==> src/rtl/test_phy_pkg.sv <==
// -----------------------------------------------------------------------------
// test_phy_pkg
// Shared definitions for the PHY receive-path frame checker:
//   - rx_state_e        : checker state (IDLE / DATA)
//   - DEFAULT_FRAME_LEN : default frame length in bytes (sof..eof inclusive)
//   - CRC32_*           : Ethernet CRC-32 polynomial, init value and the
//                         residue left in the register after data + FCS
//   - crc32_byte()      : one byte of CRC-32 update, data consumed LSB first
// -----------------------------------------------------------------------------
package test_phy_pkg;

    typedef enum logic {
        IDLE = 1'b0,
        DATA = 1'b1
    } rx_state_e;

    localparam int          DEFAULT_FRAME_LEN = 64;

    localparam logic [31:0] CRC32_POLY    = 32'h04C11DB7;
    localparam logic [31:0] CRC32_INIT    = 32'hFFFFFFFF;
    localparam logic [31:0] CRC32_RESIDUE = 32'hC704DD7B;

    // MSB-first shift register fed with the byte LSB first. This is the
    // bit-reversed twin of the usual reflected Ethernet CRC, which is why the
    // good-frame residue is 0xC704DD7B rather than 0xDEBB20E3.
    function automatic logic [31:0] crc32_byte(input logic [31:0] crc,
                                               input logic [7:0]  data);
        logic [31:0] c;
        logic        fb;
        c = crc;
        for (int i = 0; i < 8; i++) begin
            fb = c[31] ^ data[i];
            c  = {c[30:0], 1'b0} ^ (fb ? CRC32_POLY : 32'h0);
        end
        return c;
    endfunction

endpackage

==> src/rtl/test_phy_rx_checker_crc32_d8.sv <==
// -----------------------------------------------------------------------------
// crc32_d8
// Byte-wide combinational CRC-32 update (polynomial 0x04C11DB7).
// Ports:
//   crc_in  [31:0] in   current CRC register value
//   data    [7:0]  in   byte to fold in (bit 0 is the first bit on the wire)
//   crc_out [31:0] out  updated CRC register value
// -----------------------------------------------------------------------------
module crc32_d8
    import test_phy_pkg::*;
(
    input  logic [31:0] crc_in,
    input  logic [7:0]  data,
    output logic [31:0] crc_out
);

    assign crc_out = crc32_byte(crc_in, data);

endmodule

==> config.mk <==
export PLATFORM = sky130hd
export DESIGN_NAME = crc32_d8
export DESIGN_NICKNAME = d
export VERILOG_FILES = /design/src/rtl/test_phy_pkg.sv /design/src/rtl/test_phy_rx_checker_crc32_d8.sv
export SDC_FILE = /design/constraint.sdc
export NUM_CORES = 1
export LEC_CHECK = 0
export CORE_ASPECT_RATIO = 0.7
export CORE_MARGIN = 5
export CORE_UTILIZATION = 39
export DETAILED_ROUTE_END_ITERATION = 12
export PLACE_DENSITY = 0.86
export SETUP_SLACK_MARGIN = 0.2
export SLEW_MARGIN = 15
export SYNTH_ARGS = -nofsm -noshare
export SYNTH_HDL_FRONTEND = slang
export SYNTH_SLANG_ARGS = --single-unit
==> constraint.sdc <==
create_clock -name vclk -period 2.34
set_input_delay 0.234 -clock vclk [all_inputs]
set_output_delay 0.234 -clock vclk [all_outputs]
set_load 0.02 [all_outputs]
==> flow_summary.html <==
<table>
<tr><th>Metric</th><th>Value</th></tr>
<tr><th colspan="2">Hold path</th></tr>
<tr><td>Path class of the lowest-slack min-delay path</td><td>in2out</td></tr>
<tr><th colspan="2">Place</th></tr>
<tr><td>Number of port buffers</td><td>72</td></tr>
<tr><td>Post-DP HPWL</td><td>2534 um</td></tr>
<tr><td>Post-placement cell count</td><td>195</td></tr>
<tr><td>Final estimated routing congestion in global placement</td><td>0.7546</td></tr>
<tr><th colspan="2">Yosys</th></tr>
<tr><td>Number of distinct library cells after synthesis</td><td>10</td></tr>
<tr><td>Number of nets in the synthesized netlist</td><td>103</td></tr>
<tr><td>Most numerous cell in the Yosys netlist</td><td>sky130_fd_sc_hd__xnor2_1</td></tr>
<tr><td>Combined area of all synthesized cells</td><td>989.7 um2</td></tr>
<tr><td>Leading post-synthesis cells by instance count</td><td>sky130_fd_sc_hd__xnor2_1, sky130_fd_sc_hd__xnor2_4, sky130_fd_sc_hd__xor3_1</td></tr>
<tr><td>Cell count after synthesis</td><td>63</td></tr>
<tr><td>Number of warnings issued by yosys</td><td>0</td></tr>
<tr><td>Avg Cell Area, Syn</td><td>15.71 um2</td></tr>
<tr><td>Share of Yosys cell area claimed by the top area cell type</td><td>22.25%</td></tr>
<tr><td>Leading cell types by total area after synthesis</td><td>sky130_fd_sc_hd__xnor2_4, sky130_fd_sc_hd__xnor2_1, sky130_fd_sc_hd__xor3_1, sky130_fd_sc_hd__xnor3_1, sky130_fd_sc_hd__xor2_1</td></tr>
<tr><td>Dominant cell type by area after synthesis</td><td>sky130_fd_sc_hd__xnor2_4</td></tr>
<tr><td>Part of the Yosys area used for sequential elements</td><td>0%</td></tr>
<tr><th colspan="2">Worst setup path</th></tr>
<tr><td>Type of the worst setup path</td><td>in2out</td></tr>
<tr><td>Sort of element at the start of the critical path</td><td>input port</td></tr>
<tr><td>Endpoint type of the worst setup path</td><td>output port</td></tr>
<tr><td>Max FO, Critical Path</td><td>3</td></tr>
<tr><td>Crit path arrival time</td><td>1850 ps</td></tr>
<tr><td>CP required</td><td>2110 ps</td></tr>
<tr><th colspan="2">Floorplanning</th></tr>
<tr><td>I/O Pins</td><td>72</td></tr>
<tr><td>Area of the core region</td><td>2440 um2</td></tr>
<tr><td>Starting density of the core</td><td>40.56%</td></tr>
<tr><td>Full die area</td><td>3661 um2</td></tr>
<tr><td>Standard-cell row count</td><td>15</td></tr>
<tr><td>Die Width</td><td>70.21 um</td></tr>
<tr><td>Die Height</td><td>52.15 um</td></tr>
<tr><th colspan="2">Clocking</th></tr>
<tr><td>Count of hold buffers inserted by post-cts repair</td><td>0</td></tr>
<tr><th colspan="2">STA</th></tr>
<tr><td>Worst slew margin relative to its limit</td><td>81.88%</td></tr>
<tr><td>Final Critical Period</td><td>2083 ps</td></tr>
<tr><td>Final hold vios</td><td>0</td></tr>
<tr><td>Pin slew with the least headroom to its limit</td><td>270.9 ps</td></tr>
<tr><td>Unrepaired setup endpoints after global routing</td><td>true</td></tr>
<tr><td>Number of setup violations in the final report</td><td>0</td></tr>
<tr><td>Final slew viol count</td><td>0</td></tr>
<tr><td>Fmax</td><td>0.4800 GHz</td></tr>
<tr><td>Final worst-path cycle share</td><td>89.03%</td></tr>
<tr><th colspan="2">Global routing</th></tr>
<tr><td>Number of antenna violations at the first check in global routing</td><td>0</td></tr>
<tr><td>Total global routing overflow</td><td>0</td></tr>
<tr><td>First-pass GRT wire length</td><td>5181 um</td></tr>
<tr><td>Vias in the first global route</td><td>1009</td></tr>
<tr><td>Global-route usage over all layers</td><td>17.81%</td></tr>
<tr><td>Largest net degree at the start of global routing</td><td>6</td></tr>
<tr><th colspan="2">Routing</th></tr>
<tr><td>Via Count</td><td>869</td></tr>
<tr><td>Average wire length per cell after detail routing</td><td>15.05 um</td></tr>
<tr><td>DRT antenna net count</td><td>0</td></tr>
<tr><td>First drt pass iteration count</td><td>3</td></tr>
<tr><td>Initial DRC Count</td><td>6</td></tr>
<tr><td>Via density per instance</td><td>4.218</td></tr>
<tr><td>DRC</td><td>0</td></tr>
<tr><td>Total routed wirelength</td><td>3100 um</td></tr>
<tr><th colspan="2">Power and ir drop</th></tr>
<tr><td>Total power divided by cell area</td><td>686.6 nW/um2</td></tr>
<tr><td>Leakage Power</td><td>1.012 nW</td></tr>
<tr><td>Clock Power Share</td><td>0%</td></tr>
<tr><td>Design internal power</td><td>0.7385 mW</td></tr>
<tr><td>Worst-case vdd ir drop</td><td>0.4279 mV</td></tr>
<tr><td>Power share of the sequential group</td><td>0%</td></tr>
<tr><td>Switching Fraction</td><td>47.00%</td></tr>
<tr><td>Switching power of the nets</td><td>0.6549 mW</td></tr>
<tr><td>Combinational share of power</td><td>100.0%</td></tr>
<tr><th colspan="2">Run</th></tr>
<tr><td>Count of maximum capacitance violations</td><td>0</td></tr>
<tr><th colspan="2">Layout</th></tr>
<tr><td>Seq_cells</td><td>0</td></tr>
<tr><td>Antenna cells</td><td>0</td></tr>
<tr><td>Area Growth Syn to Fin</td><td>105.1%</td></tr>
<tr><td>CLK BUF</td><td>0</td></tr>
<tr><td>Reg area</td><td>0 um2</td></tr>
<tr><td>Final instance count without filler cells</td><td>206</td></tr>
<tr><td>Share of the core filled with cells in the final layout</td><td>83.18%</td></tr>
<tr><td>Number of nets at the end of the flow</td><td>214</td></tr>
<tr><td>Fraction of layout cells with a size suffix above 1</td><td>39.53%</td></tr>
<tr><th colspan="2">Status</th></tr>
<tr><td>Result of the run</td><td>finished, final reports clean</td></tr>
</table>
-- logic make-up (layout without fill, tap and decap cells) --
group / count (synthesis) / in the layout / share of synthesized area (%)
buffers and inverters: 1 / 110 / 0.3789
xor gates and xnor gates: 62 / 62 / 99.62
-- what timing repair did --
item	4_1_cts	5_1_grt
gates resized for setup	69	15
pin swaps	8	5
buffers inserted	9	2
setup endpoints to repair	32	16
-- placed cells by master, fill, tap and decap left out --
master	n
sky130_fd_sc_hd__clkdlybuf4s15_1	3
sky130_fd_sc_hd__xnor2_2	5
sky130_fd_sc_hd__xor2_1	6
sky130_fd_sc_hd__clkdlybuf4s50_1	29
sky130_fd_sc_hd__buf_12	1
sky130_fd_sc_hd__xor3_2	1
sky130_fd_sc_hd__clkdlybuf4s15_2	3
sky130_fd_sc_hd__xor3_1	8
sky130_fd_sc_hd__xnor2_4	9
sky130_fd_sc_hd__buf_4	37
sky130_fd_sc_hd__xnor3_2	2
sky130_fd_sc_hd__xor2_2	1
sky130_fd_sc_hd__xnor2_1	22
sky130_fd_sc_hd__dlymetal6s2s_1	2
sky130_fd_sc_hd__clkbuf_2	4
sky130_fd_sc_hd__buf_2	4
sky130_fd_sc_hd__xnor3_1	7
sky130_fd_sc_hd__inv_1	1
sky130_fd_sc_hd__dlygate4sd2_1	26
sky130_fd_sc_hd__xor2_4	1
-- per-layer routing --
| layer | vias to the layer above | track usage [%] | share of wire, % |
|---|---|---|---|
| li1 | 424 | - | - |
| met1 | 398 | 19.36 | 37 |
| met2 | 43 | 37.93 | 55 |
| met3 | 4 | 3.475 | 7.0 |
| met4 | 0 | 0 | 1.5 |
| met5 | - | 0 | 0 |
-- critical path, cell delays in order --
cell and delay (ps):
sky130_fd_sc_hd__dlygate4sd2_1 290, sky130_fd_sc_hd__xnor2_4 190, sky130_fd_sc_hd__buf_4 160, sky130_fd_sc_hd__xnor2_2 250, sky130_fd_sc_hd__buf_4 180, sky130_fd_sc_hd__xor3_1 200, sky130_fd_sc_hd__dlygate4sd2_1 330
-- final timing paths --
| path | start | endpoint | slack, ps | depth (start not counted) |
|---|---|---|---|---|
| setup / recovery | crc_in[28] | crc_out[9] | 260 | 7 |
| hold / removal | crc_in[22] | crc_out[30] | 1210 | 3 |
-- power groups by stage --
stage	Combinational, mW	Sequential, mW	Clock (mW)
floorplan	0.817	0	0
global placement	1.47	0	0
detailed placement	1.50	0	0
CTS	1.40	0	0
global route	1.47	0	0
finish	1.39	0	0
-- cell type report --
class | instances | area (um2)
repair buffers | 109 | 944.7
inverters | 1 | 3.754
multi-input cells | 62 | 1039
fillers | 146 | 410.4
well taps | 34 | 42.54
-- metrics by stage --
step	hold slack, ps	instance area [um2]	setup slack, ps	total power [mW]	TNS, ps
floorplan	596.3	989.7	625.2	0.8173	0
global placement	1536	1948	-293.0	1.469	-4373
detailed placement	1537	1948	-310.7	1.496	-4935
CTS	1307	2032	113.3	1.402	0
global route	1224	2029	166.9	1.471	0
finish	1212	2029	256.8	1.393	0
Power figures use the tool's default switching activity.
